==> src/rtl/key_debounce.sv <==
`default_nettype none
// key_debounce: per-key bounce filter for 16 synchronized keys, plus a press queue
// that emits one single-cycle key_in/key_val event per debounced press, lowest index first.
module key_debounce #(
  parameter int STABLE_CYCLES = 1000,
  parameter int CNT_WIDTH     = 16
) (
  input  logic        clock,
  input  logic        reset,
  input  logic [15:0] keys_in,
  output logic [15:0] keys_out,
  output logic        key_in,
  output logic [3:0]  key_val,
  output logic        busy
);

  localparam int                   NUM_KEYS = 16;
  localparam logic [CNT_WIDTH-1:0] CNT_LAST = CNT_WIDTH'(STABLE_CYCLES - 1);
  localparam logic [CNT_WIDTH-1:0] CNT_ONE  = CNT_WIDTH'(1);

  logic [CNT_WIDTH-1:0] cnt [NUM_KEYS];
  logic [15:0]          pending;
  logic [15:0]          level_next;
  logic [15:0]          rise;
  logic [15:0]          lowest_mask;
  logic [15:0]          pending_next;
  logic [3:0]           lowest_idx;

  always_comb begin
    level_next = keys_out;
    for (int i = 0; i < NUM_KEYS; i++) begin
      if (keys_in[i] != keys_out[i] && cnt[i] == CNT_LAST) begin
        level_next[i] = keys_in[i];
      end
    end
  end

  assign rise        = level_next & ~keys_out;
  // Two's-complement trick isolates the lowest pending bit, the one emitted this edge.
  assign lowest_mask = pending & (~pending + 16'd1);

  always_comb begin
    lowest_idx = '0;
    for (int i = NUM_KEYS - 1; i >= 0; i--) begin
      if (pending[i]) begin
        lowest_idx = 4'(i);
      end
    end
  end

  // A press landing on the bit being emitted is OR-ed back in, so it is emitted again later.
  assign pending_next = (pending & ~lowest_mask) | rise;

  always_ff @(posedge clock or negedge reset) begin
    if (!reset) begin
      keys_out <= '0;
      pending  <= '0;
      key_in   <= 1'b0;
      key_val  <= '0;
      busy     <= 1'b0;
      for (int i = 0; i < NUM_KEYS; i++) begin
        cnt[i] <= '0;
      end
    end else begin
      keys_out <= level_next;
      pending  <= pending_next;
      busy     <= |pending_next;
      for (int i = 0; i < NUM_KEYS; i++) begin
        if (keys_in[i] == keys_out[i] || cnt[i] == CNT_LAST) begin
          cnt[i] <= '0;
        end else begin
          cnt[i] <= cnt[i] + CNT_ONE;
        end
      end
      if (|pending) begin
        key_in  <= 1'b1;
        key_val <= lowest_idx;
      end else begin
        key_in  <= 1'b0;
      end
    end
  end

endmodule
`default_nettype wire

==> config.mk <==
export PLATFORM = sky130hd
export DESIGN_NAME = key_debounce
export DESIGN_NICKNAME = d
export VERILOG_FILES = /design/src/rtl/key_debounce.sv
export SDC_FILE = /design/constraint.sdc
export NUM_CORES = 1
export LEC_CHECK = 0
export ABC_AREA = 1
export CORE_AREA = 2 2 186 142
export DETAILED_ROUTE_END_ITERATION = 10
export DIE_AREA = 0 0 188 144
export PLACE_DENSITY = 0.78
export SETUP_SLACK_MARGIN = 0.3
export SYNTH_ARGS = -nofsm -noshare
export SYNTH_HDL_FRONTEND = slang
export SYNTH_SLANG_ARGS = --single-unit
==> constraint.sdc <==
create_clock -name clock -period 3.5 [get_ports clock]
set_input_delay 0.35 -clock clock [delete_from_list [all_inputs] [get_ports clock]]
set_output_delay 0.35 -clock clock [all_outputs]
set_load 0.005 [all_outputs]
# == Word-level counts from Yosys, hierarchy flattened ==
# Cells that the tools add are included.
# word_totals
word_cells,176
reg_bits,294
out_inout_bits,22
# op_classes
bitwise,7
n_reduce_logical,34
muxes,49
add_sub_neg,17
eq_ne,48
# ops
cell,count
adder 16 x 1 -> 16 bit (second input constant),17
equality test 16 x 10 -> 1 bit (second input constant),16
2-to-1 mux 16 bit,16
2-to-1 mux 4 bit,16
bitwise AND 16 bit,3
inverter 16 bit,3
OR reduction 16 bit,2
2-to-1 mux 1 bit,17
equality test 1 bit,16
logical AND 1 bit,16
logical OR 1 bit,16
!= test 1 bit,16
bitwise OR 16 bit,1

# == Logic depth before layout (Yosys ltp) ==
# logic_depth
ltp_word,16
mapped_depth,17
depth_no_buf,17

# == Worst setup path after synthesis ==
# OpenSTA, ideal clock, no wires.
# synth_timing
kind,register to register
startpoint,register cnt[112] (netlist bit)
endpoint,register cnt[119] (netlist bit)
setup_slack_ns,1.945
path_stages_with_launch,10
arrival_ns,1.432
setup_ns,0.123
synth_period_minus_slack_ns,1.555
cell_sequence,dfrtp_1 -> ha_1 -> nand2_1 -> inv_1 -> nand2_1 -> nor2_1 -> nand3_1 -> o21ai_1 -> buf_2 -> nor3_1
# synth_via
elab_chain_len,3
elab_cells_between_ends,4
cone_classes,add/sub: 1; eq/ne: 1; mux: 1; reduce/logical: 1
# synth_rtl
item,line,rtl
start: declaration,21,logic [CNT_WIDTH-1:0] cnt [NUM_KEYS];
start signal: indexed assignment,72,cnt[i] <= cnt[i] + CNT_ONE;
"parallel branches: the longest is 2 deep, another holds adder 16 x 1 -> 16 bit",n/a,
2-to-1 mux 16 bit *,69,if (keys_in[i] == keys_out[i] || cnt[i] == CNT_LAST) begin
# Every way passes the cells marked *.
# A chain may end at the register's enable or synchronous reset.

# == Final worst setup path ==
# layout_timing
startpoint,register cnt[176] (netlist bit)
endpoint,register cnt[187] (netlist bit)
# The elaborated chain is that of the path after synthesis.

==> results.cfg <==
[outcome]
status = complete, no violations

[synthesis]
synth-seq-area-share = 0.491
synth.avg_cell_area_um2 = 8.41
syn_area_um2 = 15000
syn_nets = 1814
yosys_warnings = 0
synthCells = 1780
synth_seq_cells = 294
synth_cell_types = 47

[sta]
setup_viol = 0
final_hold_viol_count = 0
tightestPinTransition_ps = 728
slew_headroom = 0.514
rsz0062_at_grt = no
drv_slew = 0
clock.fmax_mhz = 469
skew_ps = 22.0
postLayoutSetupSlackWorst_ps = 1370
fin_crit_sh = 0.609
setup_tns_ps = 0
fin_crit_ps = 2130

[worst_setup_path]
worstSetupPathType = flip-flop to flip-flop
cp_max_fo = 12
worstPathCellList = ha_1, nand2_1, inv_1, nand3_1, nor4_1, inv_1, nand2_1, inv_1, o21ai_0, a21oi_1
crit_arrival_ps = 2560
crit_top_cell = inv_1
timing.rr.start = cnt[176]
cp.required_ps = 3930
critical-path-top-delay-family = simple AND/OR/NAND/NOR gates
timing.critical_path.from = cnt[176]
cp_slowest_cell = dfrtp_1
end_kind = flip-flop
crit_buf_inv = 3
max_stage_delay_ps = 380
critPathLaunchType = flip-flop

[layout]
syn_to_final_growth_pct = 11.3
drive_gt1_frac = 0.123
mostFrequentLayoutCells = inv_1, dfrtp_1, nand2_1, nor2_1, a21oi_1
nFillCells = 2019
final_common_cell = inv_1
nets = 1874

[clock_network]
cts_setup_buffers = 0
cts_buffers = 29
ctsHtreeMaxLevel = 1
cts_buffer_depth = 3
path_clk_slew_ps = 60
clock_sinks = 294
clock_latency_ps = 560
cts_root_buf = clkbuf_16
cts_tree = done

[die]
initial_core_util = 0.588
chipHeight_um = 144
core.rowCount = 51
die_area_um2 = 27100
core-area_um2 = 25500
ios = 40
die_width_um = 188

[placement]
dp_hpwl_mm = 21.4
numPortBuffers = 39
gp_congestion = 0.854
dpl_worst_slack_ps = 1450

[grt]
grt_use_total = 0.228
antenna_found_initial = 1
grt_max_degree = 118
overflow = 0
grt_pass1_vias = 11500
grt_pass1_wl_mm = 52.1

[power_and_ir_drop]
max-vdd-ir-drop_mv = 0.364
p_clk_frac = 0.443
swShare = 0.223
power.density_nw_per_um2 = 401
p_int_mw = 5.20
p_sw_mw = 1.49
seqPwrFrac = 0.519
finalPower_mw = 6.69
leakage_nw = 7.56
p_comb_frac = 0.038

[detailed_routing]
wl_per_cell_um = 13.6
firstDrtPassIters = 5
drt_iter0_drc = 679
routed-via-count = 11900
drtAntennaViolNets = 0
viasPerCell = 5.40
wl_mm = 29.9
drcViolationCount = 0

[job]
max_cap_violations = 0

[min_path]
min_path_type = primary input to async pin
## cell type report
cell class                      count  area [um^2]  share of cell area
Clock buffer                       42          815              0.0489
Multi-Input combinational cell   1132         6240               0.375
Tap cell                          344          430              0.0258
Antenna cell                        1         2.50            0.000150
Clock inverter                      9         76.3             0.00458
Inverter                          338         1270              0.0763
Timing Repair Buffer               45          468              0.0281
Sequential cell                   294         7360               0.442
## path summary, 6_finish.rpt
path | endpoint | slack, ps | depth (start not counted)
setup reg to reg | cnt[187] | 1370 | 10
hold / removal | cnt[33] | 310 | 2
setup / recovery | cnt[187] | 1370 | 10
min in group clock | keys_out[4] | 440 | 3
max in group asynchronous | cnt[73] | 2230 | 3
hold reg to reg | cnt[80] | 460 | 1
## power by group through the flow
stage / Sequential (mW) / Clock (mW) / Combinational [mW]
5_1_grt: 3.48 / 3.16 / 0.298
4_1_cts: 3.47 / 3.03 / 0.259
2_1_floorplan: 3.53 / 0 / 0.133
3_3_place_gp: 3.53 / 0 / 0.248
6_report: 3.47 / 2.96 / 0.252
3_5_place_dp: 3.54 / 0 / 0.256
## cells in the mapped netlist (all sizes together)
cell | number | area, um^2
a211oi | 13 | 97.6
a21oi | 115 | 579
a221oi | 14 | 123
a22o | 1 | 8.76
a31o | 2 | 17.5
a31oi | 29 | 181
and2 | 1 | 6.26
and3 | 1 | 6.26
buf | 16 | 103
clkinv | 3 | 11.3
dfrtp | 294 | 7360
ha | 16 | 200
inv | 335 | 1260
mux2 | 1 | 11.3
nand2 | 302 | 1180
nand3 | 117 | 673
nand4 | 28 | 181
nor2 | 225 | 1120
nor3 | 101 | 659
nor3b | 11 | 87.6
nor4 | 41 | 377
o21a | 13 | 97.6
o21ai | 74 | 389
o21bai | 2 | 30.0
o31ai | 1 | 12.5
xnor2 | 4 | 35.0
xor2 | 20 | 175
## metal layers
metal | track usage | wire length (um)
met5 | 0 | 0
met4 | 0.0663 | 656
met3 | 0.0335 | 1470
met2 | 0.364 | 13300
met1 | 0.327 | 14400
## repair_timing
item | 4_1_cts | 5_1_grt
endpoints found under the hold margin | 49 | 0
resized for setup | 0 | 0
hold buffers | 1 | 0
## worst reg2reg max path, delay by kind of cell, from the launching register on
kind                     cells  cell delay [ps]
AO/OA/AOI/OAI                2              210
adder cells (fa/ha/maj)      1              170
buffers and inverters        3              370
flip-flops                   1              380
AND/OR/NAND/NOR              4              870
## per-stage QoR
stage          cells  hold WS [ps]  instance area [um^2]   util
2_1_floorplan   1780          54.4                 15000      -
3_3_place_gp    2152           288                 15800  0.619
3_5_place_dp    2152           289                 15800  0.619
4_1_cts         2204           323                 16700  0.654
5_1_grt         2204           335                 16700  0.654
6_report        2205           308                 16700  0.654
## logic make-up (layout without fill, tap and decap cells)
logic type,count (synthesis),count (layout),share of synthesized area
adders and majority gates,16,16,0.0134
and+or+nand+nor,827,827,0.286
DFF,294,294,0.491
xor gates and xnor gates,24,24,0.0140
AOI/OAI and AO/OA,264,264,0.103
muxes,1,1,0.000752
other,0,1,0
buffers and inverters,354,434,0.0917
## sequential cells by signal, indices dropped and copies added (netlist names)
signal / cells
cnt: 256
key_val: 4
busy: 1
keys_out: 16
key_in: 1
pending: 16
No activity file was read; power rests on OpenSTA's default activity.
